### src/rtl/spi_slave_axis_egress_sync_if.sv
// Byte stream from the readout egress FIFO into the SPI egress serialiser.
// The idle-fill byte (tuser) travels with the stream.
interface spi_slave_axis_egress_sync_if;
  localparam int unsigned DATA_W = 8;

  logic [DATA_W-1:0] tdata;
  logic              tvalid;
  logic              tready;
  logic [DATA_W-1:0] tuser;

  modport master (output tdata, tvalid, tuser, input tready);
  modport slave  (input tdata, tvalid, tuser, output tready);
endinterface

### src/rtl/spi_slave_axis_egress_sync.sv
// SPI slave egress in the system clock domain: oversamples spi_clk/spi_csn and
// shifts stream bytes (or the idle-fill byte) out on a 1/2/4-lane MISO bus.
module spi_slave_axis_egress_sync #(
  parameter int unsigned MISO_SIZE   = 1,
  parameter int unsigned MSB_FIRST   = 1,
  parameter int unsigned CPOL        = 0,
  parameter int unsigned CPHA        = 0,
  parameter int unsigned SYNC_STAGES = 2
) (
  input  logic                          clk,
  input  logic                          reset,
  input  logic                          spi_clk,
  input  logic                          spi_csn,
  output logic [MISO_SIZE-1:0]          spi_miso,
  output logic                          spi_miso_oe,
  spi_slave_axis_egress_sync_if.slave   s_axis,
  input  logic                          clear_counters,
  output logic                          frame_active,
  output logic [15:0]                   bytes_sent,
  output logic [15:0]                   idle_bytes
);
  localparam int unsigned BYTE_W = 8;
  localparam int unsigned CNT_W  = 16;
  localparam int unsigned BIT_W  = 3;

  typedef enum logic [1:0] {S_WAIT, S_IDLE, S_ACTIVE} state_t;

  state_t             state;
  logic [SYNC_STAGES-1:0] clk_sync;
  logic [SYNC_STAGES-1:0] csn_sync;
  logic               clk_d;
  logic               csn_d;
  logic [BYTE_W-1:0]  shreg;
  logic [BIT_W-1:0]   bitcnt;
  logic               first;
  logic               pop;
  logic [CNT_W-1:0]   sent_cnt;
  logic [CNT_W-1:0]   idle_cnt;

  logic               clk_s_c;
  logic               csn_s_c;
  logic               csn_fall_c;
  logic               csn_rise_c;
  logic               launch_c;
  logic               adv_c;
  logic               do_load_c;
  logic               do_shift_c;
  logic [BIT_W-1:0]   bitcnt_next_c;
  logic [BYTE_W-1:0]  load_byte_c;
  logic [BYTE_W-1:0]  shifted_c;

  assign bytes_sent = sent_cnt;
  assign idle_bytes = idle_cnt;

  // Edge decode on the synchronised pins; a csn rise masks any same-cycle launch.
  always_comb begin
    clk_s_c       = clk_sync[SYNC_STAGES-1];
    csn_s_c       = csn_sync[SYNC_STAGES-1];
    csn_fall_c    = csn_d & ~csn_s_c;
    csn_rise_c    = ~csn_d & csn_s_c;
    launch_c      = (CPHA != 0) ? ((clk_d == 1'(CPOL)) && (clk_s_c != 1'(CPOL)))
                                : ((clk_d != 1'(CPOL)) && (clk_s_c == 1'(CPOL)));
    bitcnt_next_c = bitcnt + BIT_W'(MISO_SIZE);
    load_byte_c   = s_axis.tvalid ? s_axis.tdata : s_axis.tuser;
    shifted_c     = (MSB_FIRST != 0) ? (shreg << MISO_SIZE) : (shreg >> MISO_SIZE);
    adv_c         = (state == S_ACTIVE) && !csn_rise_c && launch_c && !first;
    do_load_c     = ((state == S_IDLE) && csn_fall_c) || (adv_c && (bitcnt_next_c == '0));
    do_shift_c    = adv_c && (bitcnt_next_c != '0);
  end

  // csn synchroniser resets low so a frame already running at reset keeps WAIT parked.
  always_ff @(posedge clk) begin
    if (reset) begin
      clk_sync     <= {SYNC_STAGES{1'(CPOL)}};
      csn_sync     <= '0;
      clk_d        <= 1'(CPOL);
      csn_d        <= 1'b0;
      state        <= S_WAIT;
      shreg        <= '0;
      bitcnt       <= '0;
      first        <= 1'b0;
      pop          <= 1'b0;
      sent_cnt     <= '0;
      idle_cnt     <= '0;
      spi_miso     <= '0;
      spi_miso_oe  <= 1'b0;
      frame_active <= 1'b0;
      s_axis.tready <= 1'b0;
    end else begin
      clk_sync <= {clk_sync[SYNC_STAGES-2:0], spi_clk};
      csn_sync <= {csn_sync[SYNC_STAGES-2:0], spi_csn};
      clk_d    <= clk_s_c;
      csn_d    <= csn_s_c;

      unique case (state)
        S_WAIT: if (csn_s_c) state <= S_IDLE;
        S_IDLE: begin
          if (csn_fall_c) begin
            state  <= S_ACTIVE;
            bitcnt <= '0;
            first  <= 1'(CPHA);
          end
        end
        S_ACTIVE: begin
          if (csn_rise_c) begin
            state <= S_IDLE;
          end else if (launch_c) begin
            if (first) first  <= 1'b0;
            else       bitcnt <= bitcnt_next_c;
          end
        end
        default: state <= S_WAIT;
      endcase

      if (do_load_c)       shreg <= load_byte_c;
      else if (do_shift_c) shreg <= shifted_c;
      pop <= do_load_c && s_axis.tvalid;

      if (clear_counters) begin
        sent_cnt <= '0;
        idle_cnt <= '0;
      end else if (do_load_c) begin
        if (s_axis.tvalid) begin
          if (sent_cnt != '1) sent_cnt <= sent_cnt + CNT_W'(1);
        end else if (idle_cnt != '1) begin
          idle_cnt <= idle_cnt + CNT_W'(1);
        end
      end

      // Output stage: one flop after the shifter so every pin reacts with equal latency.
      spi_miso      <= (MSB_FIRST != 0) ? shreg[BYTE_W-1 -: MISO_SIZE] : shreg[MISO_SIZE-1:0];
      spi_miso_oe   <= (state == S_ACTIVE);
      frame_active  <= (state == S_ACTIVE);
      s_axis.tready <= pop;
    end
  end
endmodule

### src/flat_wrapper.sv
// flat-port wrapper written by rule: the top's interface ports become plain ports
module spi_slave_axis_egress_sync_flat 
#(
  parameter int unsigned MISO_SIZE   = 1,
  parameter int unsigned MSB_FIRST   = 1,
  parameter int unsigned CPOL        = 0,
  parameter int unsigned CPHA        = 0,
  parameter int unsigned SYNC_STAGES = 2
)
  (clk, reset, spi_clk, spi_csn, spi_miso, spi_miso_oe, clear_counters, frame_active, bytes_sent, idle_bytes, s_axis_tdata, s_axis_tvalid, s_axis_tuser, s_axis_tready);
  spi_slave_axis_egress_sync_if s_axis_i ();
  input  logic clk;
  input  logic reset;
  input  logic spi_clk;
  input  logic spi_csn;
  output logic [MISO_SIZE-1:0] spi_miso;
  output logic spi_miso_oe;
  input  logic clear_counters;
  output logic frame_active;
  output logic [15:0] bytes_sent;
  output logic [15:0] idle_bytes;
  input wire logic [$bits(s_axis_i.tdata)-1:0] s_axis_tdata;
  input wire logic [$bits(s_axis_i.tvalid)-1:0] s_axis_tvalid;
  input wire logic [$bits(s_axis_i.tuser)-1:0] s_axis_tuser;
  output wire logic [$bits(s_axis_i.tready)-1:0] s_axis_tready;
  assign s_axis_i.tdata = s_axis_tdata;
  assign s_axis_i.tvalid = s_axis_tvalid;
  assign s_axis_i.tuser = s_axis_tuser;
  assign s_axis_tready = s_axis_i.tready;
  spi_slave_axis_egress_sync #(.MISO_SIZE(MISO_SIZE), .MSB_FIRST(MSB_FIRST), .CPOL(CPOL), .CPHA(CPHA), .SYNC_STAGES(SYNC_STAGES)) u_core (.clk(clk), .reset(reset), .spi_clk(spi_clk), .spi_csn(spi_csn), .spi_miso(spi_miso), .spi_miso_oe(spi_miso_oe), .s_axis(s_axis_i), .clear_counters(clear_counters), .frame_active(frame_active), .bytes_sent(bytes_sent), .idle_bytes(idle_bytes));
endmodule
### config.mk
export PLATFORM = sky130hd
export DESIGN_NAME = spi_slave_axis_egress_sync_flat
export DESIGN_NICKNAME = d
export VERILOG_FILES = /design/src/rtl/spi_slave_axis_egress_sync_if.sv /design/src/rtl/spi_slave_axis_egress_sync.sv /design/src/flat_wrapper.sv
export SDC_FILE = /design/constraint.sdc
export NUM_CORES = 1
export LEC_CHECK = 0
export ABC_AREA = 0
export ABC_CLOCK_PERIOD_IN_PS = 3800
export CAP_MARGIN = 20
export CELL_PAD_IN_SITES_DETAIL_PLACEMENT = 1
export CELL_PAD_IN_SITES_GLOBAL_PLACEMENT = 1
export CORE_MARGIN = 4
export CORE_UTILIZATION = 28
export CTS_CLUSTER_DIAMETER = 30
export CTS_CLUSTER_SIZE = 20
export DETAILED_ROUTE_END_ITERATION = 12
export GPL_TIMING_DRIVEN = 0
export HOLD_SLACK_MARGIN = 0.03
export PLACE_DENSITY = 0.72
export SLEW_MARGIN = 10
export SYNTH_ARGS = -nofsm -noshare
export SYNTH_HDL_FRONTEND = slang
export SYNTH_SLANG_ARGS = --single-unit
### constraint.sdc
create_clock -name clk -period 3.8 [get_ports clk]
set_clock_uncertainty 0.2 [all_clocks]
set_input_delay 0.38 -clock clk [delete_from_list [all_inputs] [get_ports clk]]
set_output_delay 0.38 -clock clk [all_outputs]
set_load 0.01 [all_outputs]
==> impl_metrics.py, run 1 <==
metrics = {
    "sta": {
        "clock.fmax_mhz": 365,
        "slew_viol_final": 0,
        "fin_crit_sh": 0.721,
        "holdWs_ns": 0.251,
        "min_period_ns": 2.74,
        "worst_pin_slew_ns": 0.695,
        "rsz0062_at_grt": "false",
        "tns_ns": 0,
        "setup_viol": 0,
        "relSlewSlack": 0.535,
        "hold_viol_final": 0,
    },
    "grt": {
        "grt_pass1_wl_um": 13000,
        "antenna_found_initial": 0,
        "grt_use_met1": 0.172,
        "first_global_vias": 2691,
        "grt-busiest-layer": "met2",
        "grtUsageMet2": 0.250,
        "track_usage": 0.140,
        "grt_max_degree": 16,
        "grt_use_met3": 0.0277,
        "grt-ovfl-total": 0,
    },
    "pwr": {
        "fin_total_pwr_uw": 985,
        "p_clk_frac": 0.341,
        "powerDensity_nw_per_um2": 278,
        "switchingPower_uw": 227,
        "sw_frac_of_total": 0.231,
        "vdd_drop_max_uv": 147,
        "seq_power_share": 0.592,
        "p_int_uw": 758,
        "cellLeakagePower_uw": 0.00109,
        "p_comb_frac": 0.068,
    },
    "placement": {
        "gp_congestion": 0.750,
        "place_hpwl_um": 5950,
        "placed_area_sq_um": 3460,
        "io_buffers": 56,
        "dp.cells": 498,
    },
    "yosys": {
        "avgSynthCellArea_sq_um": 8.73,
        "synthArstFlopShare": 0,
        "synth_top_cell_by_area": "dfxtp_1",
        "yosys_warnings": 0,
        "netlist_area_sq_um": 2730,
        "synth-seq-cells": 55,
        "yosysMostFrequentCell": "dfxtp_1",
        "syn_nets": 339,
        "synth_cells": 313,
        "ys.flop_type": "dfxtp_1",
        "synth-seq-area-share": 0.403,
        "ys_top_cells_by_count": "dfxtp_1, a21oi_1, nand2_1",
        "yosysTopAreaCellShare": 0.403,
        "synthDistinctLibCells": 46,
        "synth_area_leaders": "dfxtp_1, a21oi_1, mux2_2",
        "synth-edff-count": 0,
    },
    "hold_path": {
        "hp-start": "u_core.pop$_SDFF_PP0_",
        "whs_path_depth": 1,
        "hold_end": "u_core.s_axis.tready$_SDFF_PP0_",
        "hold_path.class": "reg -> reg",
    },
    "clock_network": {
        "cts_num_sinks": 55,
        "clkLatencyLatePin_ns": 0.31,
        "cts_buffers": 5,
        "cts_root_buf": "clkbuf_8",
        "postCtsHoldBufs": 0,
        "cts_max_path_buffers": 2,
        "htreeDepth": 2,
        "cts_tree": "built",
        "clk_pin_slew_ns": 0.10,
        "post_cts.resized_instances": 0,
        "postCtsSetupBuffers": 0,
    },
    "setup_path": {
        "cp_slowest_cell": "clkbuf_1",
        "worst_path_most_repeated_cell": "clkbuf_1",
        "rr_worst_depth": 8,
        "critPathMaxFanout": 10,
        "r2r-start": "u_core.bitcnt[0]$_SDFFE_PP0P_",
        "end_kind": "register",
        "worstPathRequired_ns": 3.85,
        "r2r_setup_slack_ns": 1.27,
        "slowest_delay_ns": 0.55,
        "cp_num_cells": 6,
        "worstPathCellList": "clkdlybuf4s50_1, clkbuf_1, clkbuf_1, nand3_1, or4_1, a21oi_1",
        "crit_arrival_ns": 2.79,
        "crit_family": "buffers and inverters",
        "cp-start-kind": "input pin",
        "rr_endpoint": "u_core.bytes_sent[10]$_SDFFE_PP0P_",
        "crit_start": "s_axis_tvalid",
        "worst-path-buf-inv": 3,
        "critical_path_class": "in -> reg",
    },
    "final_layout": {
        "num-nets-final": 402,
        "antenna_cells": 0,
        "layoutNonFillerInstCount": 505,
        "drive_above_1_share": 0.0931,
        "design_area_sq_um": 3540,
        "area_growth_pct": 29.6,
        "fillerInstances": 1138,
    },
    "detailed_routing": {
        "drc_errors": 0,
        "ant_nets": 0,
        "wl_um": 8130,
        "vias": 2611,
        "dr.pass1.iters": 4,
        "route.detailed.wl_per_inst_um": 16.1,
        "vias_per_cell": 5.17,
        "drt_iter0_drc": 57,
    },
    "floorplan": {
        "fp.dieH_um": 107,
        "core-area_sq_um": 9370,
        "fp-row-count": 35,
        "io_pins": 58,
        "die_w_um": 107,
        "die_area_sq_um": 11400,
        "start_util": 0.292,
    },
    "outcome": {
        "status": "finished clean",
    },
    "flow_run": {
        "max-cap-violations": 0,
    },
}
[layout by cell type (no fill, tap or decap), types with 2 or more instances in the layout]
cell	n
nor2_1	15
ha_1	4
nand4_1	9
or2_2	2
mux2_2	13
nand2b_1	2
clkdlybuf4s50_1	56
o21ai_0	10
or4_1	17
and2_1	3
nand3_1	13
mux2i_1	5
a22oi_1	7
and3_1	2
nand2_1	28
or3_1	8
buf_4	2
inv_1	4
buf_2	4
buf_6	2
clkbuf_8	6
a21oi_1	37
o31ai_1	18
nor3b_1	2
nor2b_1	9
clkbuf_1	11
and4_1	5
nor3_1	7
dfxtp_1	55
[cells by family after synthesis]
logic type / count (synthesis) / share of synthesized area
AO/OA/AOI/OAI: 79 / 0.178
XOR/XNOR: 1 / 0.00320
adder cells (fa/ha/maj): 4 / 0.0183
buffers and inverters: 25 / 0.0462
flip-flops: 55 / 0.403
multiplexers: 18 / 0.0719
AND/OR/NAND/NOR: 131 / 0.280
[sequential cells by signal, indices dropped and copies added, names as in the netlist, 2 cells and up]
name,cells
u_core.csn_sync,2
u_core.idle_bytes,16
u_core.state,2
u_core.bitcnt,3
u_core.clk_sync,2
u_core.shreg,8
u_core.bytes_sent,16
[worst max path at each step]
stage,end,slack [ns]
2_1_floorplan,u_core.idle_bytes[12]$_SDFFE_PP0P_,1.56
3_3_place_gp,u_core.bytes_sent[7]$_SDFFE_PP0P_,0.73
3_5_place_dp,u_core.bytes_sent[4]$_SDFFE_PP0P_,0.70
4_1_cts,u_core.bytes_sent[7]$_SDFFE_PP0P_,1.03
5_1_grt,u_core.bytes_sent[7]$_SDFFE_PP0P_,0.81
6_report,u_core.bytes_sent[7]$_SDFFE_PP0P_,1.06
[stage by stage]
step	utilization	setup WS, ns
global route	0.378	0.814
global placement	0.369	0.729
detailed placement	0.369	0.701
finish	0.378	1.06
CTS	0.378	1.03
floorplan	-	1.56
[power by group through the flow]
stage	Sequential [uW]	Clock, uW	Combinational, uW
4_1_cts	583	349	67.5
5_1_grt	583	370	73.1
3_5_place_dp	596	0	67.1
3_3_place_gp	596	0	66.1
2_1_floorplan	595	0	33.3
6_report	583	336	66.5
[final cells by class]
type	instances	area, sq um	area share
Multi-Input combinational cell	233	1510	0.425
Sequential cell	55	1100	0.311
Timing Repair Buffer	56	561	0.158
Tap cell	129	161	0.0456
Buffer	21	111	0.0314
Clock buffer	6	82.6	0.0233
Inverter	4	15.0	0.00424
Clock inverter	1	5.00	0.00141
[metal layers]
metal	up-vias	share of wire
met5	-	0
met4	0	0.0075
met3	7	0.039
met2	60	0.49
met1	1243	0.46
li1	1301	-
(Power assumes the default switching activity.)
==> inputs of run 2 (changes only) <==
--- a/config.mk
+++ b/config.mk
@@ -6,7 +6,7 @@
 export NUM_CORES = 1
 export LEC_CHECK = 0
 export ABC_AREA = 0
-export ABC_CLOCK_PERIOD_IN_PS = 3800
+export ABC_CLOCK_PERIOD_IN_PS = 2340
 export CAP_MARGIN = 20
 export CELL_PAD_IN_SITES_DETAIL_PLACEMENT = 1
 export CELL_PAD_IN_SITES_GLOBAL_PLACEMENT = 1
@@ -17,7 +17,7 @@
 export DETAILED_ROUTE_END_ITERATION = 12
 export GPL_TIMING_DRIVEN = 0
 export HOLD_SLACK_MARGIN = 0.03
-export PLACE_DENSITY = 0.72
+export PLACE_DENSITY = 0.74
 export SLEW_MARGIN = 10
 export SYNTH_ARGS = -nofsm -noshare
 export SYNTH_HDL_FRONTEND = slang
==> constraint.sdc (replaced) <==
create_clock -name clk -period 2.34 [get_ports clk]
set_clock_uncertainty 0.2 [all_clocks]
set_input_delay 0.234 -clock clk [delete_from_list [all_inputs] [get_ports clk]]
set_output_delay 0.234 -clock clk [all_outputs]
set_load 0.01 [all_outputs]
==> impl_metrics.py, run 2 (synthesis results as in run 1) <==
metrics = {
    "outcome": {
        "status": "finished clean",
    },
    "sta": {
        "tns_ns": 0,
        "min_period_ns": 2.30,
        "clock.fmax_mhz": 435,
        "worst_pin_slew_ns": 0.612,
        "relSlewSlack": 0.590,
        "hold_viol_final": 0,
        "fin_crit_sh": 0.982,
        "rsz0062_at_grt": "true",
        "setup_viol": 0,
        "slew_viol_final": 0,
    },
    "detailed_routing": {
        "route.detailed.wl_per_inst_um": 16.3,
        "ant_nets": 0,
        "drt_iter0_drc": 86,
        "dr.pass1.iters": 4,
        "wl_um": 8360,
        "vias": 2672,
        "drc_errors": 0,
        "vias_per_cell": 5.21,
    },
    "setup_path": {
        "worstPathRequired_ns": 2.38,
        "end_kind": "register",
        "cp-start-kind": "register",
        "critPathMaxFanout": 10,
        "crit_family": "simple AND/OR/NAND/NOR gates",
        "cp_slowest_cell": "or4_1",
        "critical_path_class": "reg -> reg",
        "slowest_delay_ns": 0.49,
        "worstPathCellList": "ha_4, nand4_1, or4_4, or4b_4, buf_6, or4_1, a21oi_2",
        "crit_arrival_ns": 2.34,
        "worst-path-buf-inv": 1,
    },
    "placement": {
        "place_hpwl_um": 5970,
        "gp_congestion": 0.778,
        "io_buffers": 56,
    },
    "clock_network": {
        "cts_num_sinks": 55,
        "cts_buffers": 5,
        "cts_root_buf": "clkbuf_8",
        "clkLatencyLatePin_ns": 0.31,
        "htreeDepth": 2,
        "cts_max_path_buffers": 2,
        "clk_pin_slew_ns": 0.10,
        "cts_tree": "built",
    },
    "pwr": {
        "powerDensity_nw_per_um2": 467,
        "p_comb_frac": 0.064,
        "seq_power_share": 0.546,
        "cellLeakagePower_uw": 0.00115,
        "p_int_uw": 1340,
        "p_clk_frac": 0.390,
        "vdd_drop_max_uv": 248,
        "sw_frac_of_total": 0.223,
        "switchingPower_uw": 386,
    },
    "final_layout": {
        "antenna_cells": 0,
        "final_common_cell": "clkdlybuf4s50_1",
        "multiInputGateArea_sq_um": 1570,
        "finish.utilization": 0.396,
        "seqCellArea_sq_um": 1110,
        "num-nets-final": 409,
        "drive_above_1_share": 0.161,
        "final_cell_mix": "clkdlybuf4s50_1, dfxtp_1, a21oi_1",
        "area_growth_pct": 35.7,
        "fillerInstances": 1135,
    },
    "grt": {
        "track_usage": 0.145,
        "grt_max_degree": 17,
        "grt_pass1_wl_um": 13500,
        "first_global_vias": 2708,
        "antenna_found_initial": 0,
        "grt-ovfl-total": 0,
    },
    "floorplan": {
        "io_pins": 58,
        "core-area_sq_um": 9370,
        "fp-row-count": 35,
        "die_area_sq_um": 11400,
        "die_w_um": 107,
        "start_util": 0.292,
        "fp.dieH_um": 107,
    },
    "flow_run": {
        "max-cap-violations": 0,
    },
    "hold_path": {
        "hold_path.class": "in -> reg",
    },
}
## run 2: what timing repair did
action | 4_1_cts | 5_1_grt
setup buffers | 4 | 3
pin swaps | 2 | 4
endpoints found under the setup margin | 33 | 30
hold buffers | 0 | 0
gates resized for setup | 8 | 20
## run 2: power groups by stage
stage	logic (uW)	registers, uW	clock network (uW)
after floorplan	54.1	967	0
after global placement	108	967	0
after detailed placement	111	968	0
after CTS	112	946	698
after global routing	123	946	727
final	111	945	674
## run 2: final cells by class
type / count / share of cell area
clock buffers: 6 / 0.0223
multi-input cells: 233 / 0.422
plain buffers: 21 / 0.0341
inverters: 4 / 0.00405
clock inverters: 2 / 0.00945
repair buffers: 63 / 0.165
flip-flops and latches: 55 / 0.299
well taps: 129 / 0.0435
## run 2: path summary, 6_finish.rpt
check	cells after the start	from	slack [ns]	endpoint
worst min-delay path	2	reset	0.11	u_core.csn_d$_SDFF_PP0_
worst min register to register	1	u_core.clk_sync[0]$_SDFF_PP0_	0.25	u_core.clk_sync[1]$_SDFF_PP0_
worst max register to register	7	u_core.idle_bytes[0]$_SDFFE_PP0P_	0.04	u_core.idle_bytes[12]$_SDFFE_PP0P_
worst max-delay path	7	u_core.idle_bytes[0]$_SDFFE_PP0P_	0.04	u_core.idle_bytes[12]$_SDFFE_PP0P_
## run 2: through the flow
stage / hold slack (ns) / total power [uW] / setup slack, ns / cell area, sq um / std cells
floorplan: 0.162 / 1020 / 0.0962 / 2730 / 313
global placement: 0.216 / 1080 / -0.662 / 3460 / 498
detailed placement: 0.228 / 1080 / -0.675 / 3460 / 498
CTS: 0.118 / 1760 / 0.0129 / 3620 / 510
global route: 0.166 / 1800 / -0.0314 / 3710 / 513
finish: 0.106 / 1730 / 0.0414 / 3710 / 513
## run 2: per-layer routing
metal,global-route usage,wire [um]
met1,0.188,3880
met2,0.247,4010
met3,0.0319,386
met4,0.0347,86
met5,0,0
